File: src/rtl/multicycle_control_unit.sv
// multicycle_control_unit
//   Main control FSM for a multicycle RV32 subset datapath. Sequences each
//   instruction through fetch, decode and a class-specific execute path, and
//   drives the datapath mux selects, write enables and memory strobes for the
//   current state.
//
// Ports
//   clk, reset      : clock, synchronous active-high reset
//   op_i            : opcode field [6:0] of the instruction register
//   mem_ready_i     : memory completed the current access this cycle
//   mem_read_o      : memory read strobe (fetch or load)
//   mem_write_o     : memory write strobe (store)
//   i_or_d_o        : memory address select, 0 = PC, 1 = ALU out register
//   ir_write_o      : load instruction register and old-PC register
//   pc_write_o      : unconditional PC update
//   branch_o        : conditional PC update (gated by ALU zero in datapath)
//   reg_write_o     : register file write enable
//   alu_src_a_o     : ALU A select, 0 = PC, 1 = old PC, 2 = rs1, 3 = zero
//   alu_src_b_o     : ALU B select, 0 = rs2, 1 = immediate, 2 = constant 4
//   alu_op_o        : 0 = add, 1 = subtract, 2 = decode funct fields
//   result_src_o    : 0 = ALU out register, 1 = memory data, 2 = ALU result
//   state_o         : current state code
//   illegal_o       : sticky unsupported-opcode flag
//   instret_o       : retired-instruction count (wraps)
module multicycle_control_unit (
    input  logic        clk,
    input  logic        reset,
    input  logic [6:0]  op_i,
    input  logic        mem_ready_i,
    output logic        mem_read_o,
    output logic        mem_write_o,
    output logic        i_or_d_o,
    output logic        ir_write_o,
    output logic        pc_write_o,
    output logic        branch_o,
    output logic        reg_write_o,
    output logic [1:0]  alu_src_a_o,
    output logic [1:0]  alu_src_b_o,
    output logic [1:0]  alu_op_o,
    output logic [1:0]  result_src_o,
    output logic [3:0]  state_o,
    output logic        illegal_o,
    output logic [31:0] instret_o
);

    typedef enum logic [3:0] {
        FETCH    = 4'd0,
        DECODE   = 4'd1,
        MEM_ADDR = 4'd2,
        MEM_RD   = 4'd3,
        MEM_WB   = 4'd4,
        MEM_WR   = 4'd5,
        EXEC_R   = 4'd6,
        EXEC_I   = 4'd7,
        ALU_WB   = 4'd8,
        BRANCH   = 4'd9,
        JAL      = 4'd10,
        JALR     = 4'd11,
        LUI      = 4'd12,
        TRAP     = 4'd13
    } state_t;

    localparam logic [6:0] OP_LOAD   = 7'b0000011;
    localparam logic [6:0] OP_STORE  = 7'b0100011;
    localparam logic [6:0] OP_R      = 7'b0110011;
    localparam logic [6:0] OP_I      = 7'b0010011;
    localparam logic [6:0] OP_BRANCH = 7'b1100011;
    localparam logic [6:0] OP_JAL    = 7'b1101111;
    localparam logic [6:0] OP_JALR   = 7'b1100111;
    localparam logic [6:0] OP_LUI    = 7'b0110111;

    state_t      state_q, state_d;
    logic        illegal_q;
    logic [31:0] instret_q;
    logic        retire;

    always_ff @(posedge clk) begin
        if (reset) begin
            state_q   <= FETCH;
            illegal_q <= 1'b0;
            instret_q <= '0;
        end else begin
            state_q <= state_d;
            if (state_d == TRAP)
                illegal_q <= 1'b1;
            if (retire)
                instret_q <= instret_q + 32'd1;
        end
    end

    always_comb begin
        state_d      = state_q;
        retire       = 1'b0;
        mem_read_o   = 1'b0;
        mem_write_o  = 1'b0;
        i_or_d_o     = 1'b0;
        ir_write_o   = 1'b0;
        pc_write_o   = 1'b0;
        branch_o     = 1'b0;
        reg_write_o  = 1'b0;
        alu_src_a_o  = 2'd0;
        alu_src_b_o  = 2'd0;
        alu_op_o     = 2'd0;
        result_src_o = 2'd0;

        case (state_q)
            FETCH: begin
                mem_read_o = 1'b1;
                // PC + 4 is computed and written in the same cycle the
                // instruction word arrives.
                if (mem_ready_i) begin
                    ir_write_o   = 1'b1;
                    pc_write_o   = 1'b1;
                    alu_src_b_o  = 2'd2;
                    result_src_o = 2'd2;
                    state_d      = DECODE;
                end
            end
            DECODE: begin
                alu_src_a_o = 2'd1;
                alu_src_b_o = 2'd1;
                case (op_i)
                    OP_LOAD, OP_STORE: state_d = MEM_ADDR;
                    OP_R:              state_d = EXEC_R;
                    OP_I:              state_d = EXEC_I;
                    OP_BRANCH:         state_d = BRANCH;
                    OP_JAL:            state_d = JAL;
                    OP_JALR:           state_d = JALR;
                    OP_LUI:            state_d = LUI;
                    default:           state_d = TRAP;
                endcase
            end
            MEM_ADDR: begin
                alu_src_a_o = 2'd2;
                alu_src_b_o = 2'd1;
                state_d     = (op_i == OP_LOAD) ? MEM_RD : MEM_WR;
            end
            MEM_RD: begin
                mem_read_o = 1'b1;
                i_or_d_o   = 1'b1;
                if (mem_ready_i)
                    state_d = MEM_WB;
            end
            MEM_WB: begin
                reg_write_o  = 1'b1;
                result_src_o = 2'd1;
                retire       = 1'b1;
                state_d      = FETCH;
            end
            MEM_WR: begin
                mem_write_o = 1'b1;
                i_or_d_o    = 1'b1;
                if (mem_ready_i) begin
                    retire  = 1'b1;
                    state_d = FETCH;
                end
            end
            EXEC_R: begin
                alu_src_a_o = 2'd2;
                alu_op_o    = 2'd2;
                state_d     = ALU_WB;
            end
            EXEC_I: begin
                alu_src_a_o = 2'd2;
                alu_src_b_o = 2'd1;
                alu_op_o    = 2'd2;
                state_d     = ALU_WB;
            end
            ALU_WB: begin
                reg_write_o = 1'b1;
                retire      = 1'b1;
                state_d     = FETCH;
            end
            BRANCH: begin
                alu_src_a_o = 2'd2;
                alu_op_o    = 2'd1;
                branch_o    = 1'b1;
                retire      = 1'b1;
                state_d     = FETCH;
            end
            JAL: begin
                // old PC + 4 becomes the link value; target already in ALU out
                alu_src_a_o = 2'd1;
                alu_src_b_o = 2'd2;
                pc_write_o  = 1'b1;
                state_d     = ALU_WB;
            end
            JALR: begin
                alu_src_a_o  = 2'd2;
                alu_src_b_o  = 2'd1;
                result_src_o = 2'd2;
                pc_write_o   = 1'b1;
                state_d      = ALU_WB;
            end
            LUI: begin
                alu_src_a_o = 2'd3;
                alu_src_b_o = 2'd1;
                state_d     = ALU_WB;
            end
            TRAP: begin
                state_d = TRAP;
            end
            default: begin
                state_d = FETCH;
            end
        endcase
    end

    assign state_o   = state_q;
    assign illegal_o = illegal_q;
    assign instret_o = instret_q;

endmodule

File: config.mk
export PLATFORM = sky130hd
export DESIGN_NAME = multicycle_control_unit
export DESIGN_NICKNAME = d
export VERILOG_FILES = /design/src/rtl/multicycle_control_unit.sv
export SDC_FILE = /design/constraint.sdc
export NUM_CORES = 1
export LEC_CHECK = 0
export BUFFER_PORTS_ARGS = -buffer_cell sky130_fd_sc_hd__buf_2
export CAP_MARGIN = 10
export CORE_MARGIN = 2
export CORE_UTILIZATION = 51
export DETAILED_ROUTE_END_ITERATION = 16
export GPL_TIMING_DRIVEN = 0
export PLACE_DENSITY = 0.79
export SLEW_MARGIN = 30
export SYNTH_ARGS = -nofsm -noshare
export SYNTH_HDL_FRONTEND = slang
export SYNTH_SLANG_ARGS = --single-unit
File: constraint.sdc
create_clock -name clk -period 2.6 [get_ports clk]
set_input_delay 0.13 -clock clk [delete_from_list [all_inputs] [get_ports clk]]
set_output_delay 0.13 -clock clk [all_outputs]
set_load 0.02 [all_outputs]
==> metrics.cfg <==
[grt]
grt-ovfl-total = 0
pin_count_of_the_biggest_net_entering_global_routing = 13
grt_use_total_pct = 22.8
first_global_vias = 1892
initial_antenna_violation_count = 0
grt_pass1_wl_um = 8070

[run_status]
status = finished, final reports clean

[pwr]
vdd_ir_drop_max_mv = 0.569
clock_power_share_pct = 27.1
power.switching_uw = 746
p_int_mw = 1.18
fin_total_pwr_mw = 1.92
p_per_area_mw_per_mm2 = 740
pwr-share-seq_pct = 32.6
cellLeakagePower_nw = 1.05
power.share.combinational_pct = 40.2
net_switching_fraction_of_the_power_pct = 38.8

[flow_run]
timing.max_cap.violations = 0

[yosys]
synth_top_cells_by_area = sky130_fd_sc_hd__dfxtp_1 (35%), sky130_fd_sc_hd__a21oi_1 (7.6%), sky130_fd_sc_hd__o21ai_0 (5.2%)
postSynthCellCount = 274
async_flop_share_pct = 0
synthesis.area_per_instance_sq_um = 7.66
synth-seq-cells = 37
synth_fp_nets = 285
netlist-cell-type-count = 47
yosys.area.top_type_share_pct = 35.3
edff_count_synth = 0
mappedNetlistArea_sq_mm = 0.00210
yosysSeqAreaShare_pct = 35.3
synth.largest_area_cell = sky130_fd_sc_hd__dfxtp_1
postSynth.topFlopCell = sky130_fd_sc_hd__dfxtp_1
yosys_warnings = 0

[placement]
placement.cell_area_sq_mm = 0.00247
place_hpwl_um = 3770
preCtsSetupSlack_ns = 0.148
numPortBuffers = 61
routabilityCongestion = 0.829

[critical_path]
path_cells = buf_2 -> and2b_1 -> a21oi_2 -> or4_1 -> buf_2 -> clkbuf_1 -> o31ai_1 -> a21oi_1
crit_path_end_kind = flop
slowest_delay_ns = 0.49
critPathSlowestCell = sky130_fd_sc_hd__or4_1
crit_top_cell = sky130_fd_sc_hd__buf_2
critPathBufInv = 3
critical_path_class = reg -> reg
worst_ep_arrival_time_ns = 2.60
start_kind = flop
path_delay_family = simple AND/OR/NAND/NOR gates
worstPathMaxFanout = 10
crit_required_ns = 2.77

[floorplan]
placement_rows = 23
die_y_um = 68.1
die_width_um = 68.1
floorplan.die_area_sq_mm = 0.00464
effective_utilization_at_floorplan_pct = 52.8
floorplan.io_pins = 62
placeableCoreArea_sq_mm = 0.00397

[drt]
max_layer_used = met4
detailedRoute.firstPassIterationCount = 5
routed-wl-met3_um = 239
antenna_left = 0
drt_drc_violations_left = 0
detail_route.vias_per_cell = 5.65
detailedRoute.firstIterationViolations = 176
drt-total-wl_um = 5140
route.met2.wl_um = 2420
met1_length_um = 2410
routedWlPerCell_um = 13.1
vias = 2221

[cts]
clk_pin_slew_ns = 0.08
cts_root_buf = sky130_fd_sc_hd__clkbuf_8
cts.sink_count = 37
ctsResizeCount = 0
cts_htree_levels = 2
post_cts_buffers = 0
ctsHoldBuffers = 0
max-clock-path-buffers = 2
cts_tree = done
cts_inserted_buffers = 5
insertion_delay_ns = 0.30

[sta]
finalClockSkew_ns = 0.00959
max_freq_mhz = 412
fin_crit_sh_pct = 93.4
grt_setup_unrepaired = no
period_needed_ns = 2.43
relSlewSlack_pct = 50.4
worstMarginPinSlew_ns = 0.733
slew_viol_final = 0
final-hold-violation-count = 0
postLayoutSetupSlackWorst_ns = 0.171
setup_viol = 0
fin_tns_setup_ns = 0

[cells_and_area]
antennaDiodeCount = 0
fin_area_sq_mm = 0.00260
syn2layout_area_growth_pct = 23.8
design.final.nets = 353
final_layout_size_suffix_gt1_share_pct = 24.5

[worst_hold_path]
hp-class = in -> reg

final timing paths:
check	startpoint	end	slack, ns	cells past startpoint
worst min-delay path	reset	instret_o[11]	0.29	4
worst max-delay path	state_o[3]	instret_o[29]	0.17	8
worst min register to register	illegal_o	illegal_o	0.47	2
worst max register to register	state_o[3]	instret_o[29]	0.17	8
worst min-delay path: stages:
cell                       delay (ns)
sky130_fd_sc_hd__buf_2           0.08
sky130_fd_sc_hd__nand2b_1        0.09
sky130_fd_sc_hd__a21oi_1         0.04
sky130_fd_sc_hd__a31o_2          0.20
through the flow:
stage	cells	util, %	hold slack, ns
floorplan	274	-	0.405
global placement	385	62.1	0.453
detailed placement	385	62.1	0.452
CTS	393	65.1	0.295
global route	393	65.4	0.310
finish	393	65.4	0.292
kinds of logic (layout without fill, tap and decap cells):
family,after synthesis,count (layout),synth area share (%)
AOI/OAI and AO/OA,75,75,20.8
adders and majority gates,1,1,0.596
xor gates and xnor gates,9,9,3.76
buffers and inverters,28,97,5.43
and+or+nand+nor,121,121,32.6
DFF,37,37,35.3
muxes,3,3,1.55
registers in the layout, indices dropped and copies added, names as in the netlist:
name and flops:
instret_o 32, state_o 4, illegal_o 1
Yosys cell counts (2+ instances only):
cell,count
sky130_fd_sc_hd__a22o_1,2
sky130_fd_sc_hd__o41ai_1,2
sky130_fd_sc_hd__o31ai_1,6
sky130_fd_sc_hd__and4_1,2
sky130_fd_sc_hd__nand4_1,7
sky130_fd_sc_hd__inv_1,12
sky130_fd_sc_hd__clkbuf_1,10
sky130_fd_sc_hd__nor3_1,10
sky130_fd_sc_hd__nand3_1,10
sky130_fd_sc_hd__buf_2,4
sky130_fd_sc_hd__dfxtp_1,37
sky130_fd_sc_hd__nor2b_1,9
sky130_fd_sc_hd__nand2_1,15
sky130_fd_sc_hd__nor2_1,23
sky130_fd_sc_hd__and3_1,5
sky130_fd_sc_hd__a21oi_1,32
sky130_fd_sc_hd__or3_1,13
sky130_fd_sc_hd__or4_1,8
sky130_fd_sc_hd__nand2b_1,9
sky130_fd_sc_hd__nor4_1,2
sky130_fd_sc_hd__xnor2_1,6
sky130_fd_sc_hd__o21ai_0,22
sky130_fd_sc_hd__xor2_1,3
sky130_fd_sc_hd__mux2_2,2
power by group through the flow:
stage | clock (mW) | sequential, mW | combinational (mW)
final | 0.522 | 0.628 | 0.774
after global placement | 0 | 0.640 | 0.754
after CTS | 0.527 | 0.627 | 0.766
after global routing | 0.547 | 0.632 | 0.852
after detailed placement | 0 | 0.639 | 0.765
after floorplan | 0 | 0.674 | 0.518
cells in the final DEF, fill, tap and decap left out, types with 10 or more instances in the layout:
cell type,Yosys,layout
sky130_fd_sc_hd__a21oi_1,32,31
sky130_fd_sc_hd__nor3_1,10,10
sky130_fd_sc_hd__buf_2,4,65
sky130_fd_sc_hd__nand3_1,10,10
sky130_fd_sc_hd__nor2_1,23,23
sky130_fd_sc_hd__clkbuf_1,10,10
sky130_fd_sc_hd__inv_1,12,12
sky130_fd_sc_hd__o21ai_0,22,22
sky130_fd_sc_hd__dfxtp_1,37,37
sky130_fd_sc_hd__nand2_1,15,15
sky130_fd_sc_hd__or3_1,13,13
final cells by class:
type,count,area [sq um]
inverters,12,45.0
repair buffers,61,305
well taps,50,62.6
flip-flops and latches,37,741
clock buffers,6,82.6
plain buffers,16,68.8
multi-input cells,209,1250
clock inverters,2,37.5
fillers,372,1370
metal layers:
layer,global-route usage [%],vias to the layer above
met5,0,-
met2,37.3,59
met1,29.6,1022
met3,5.10,9
met4,7.50,0
li1,-,1131
No activity file was read; power rests on OpenSTA's default activity.
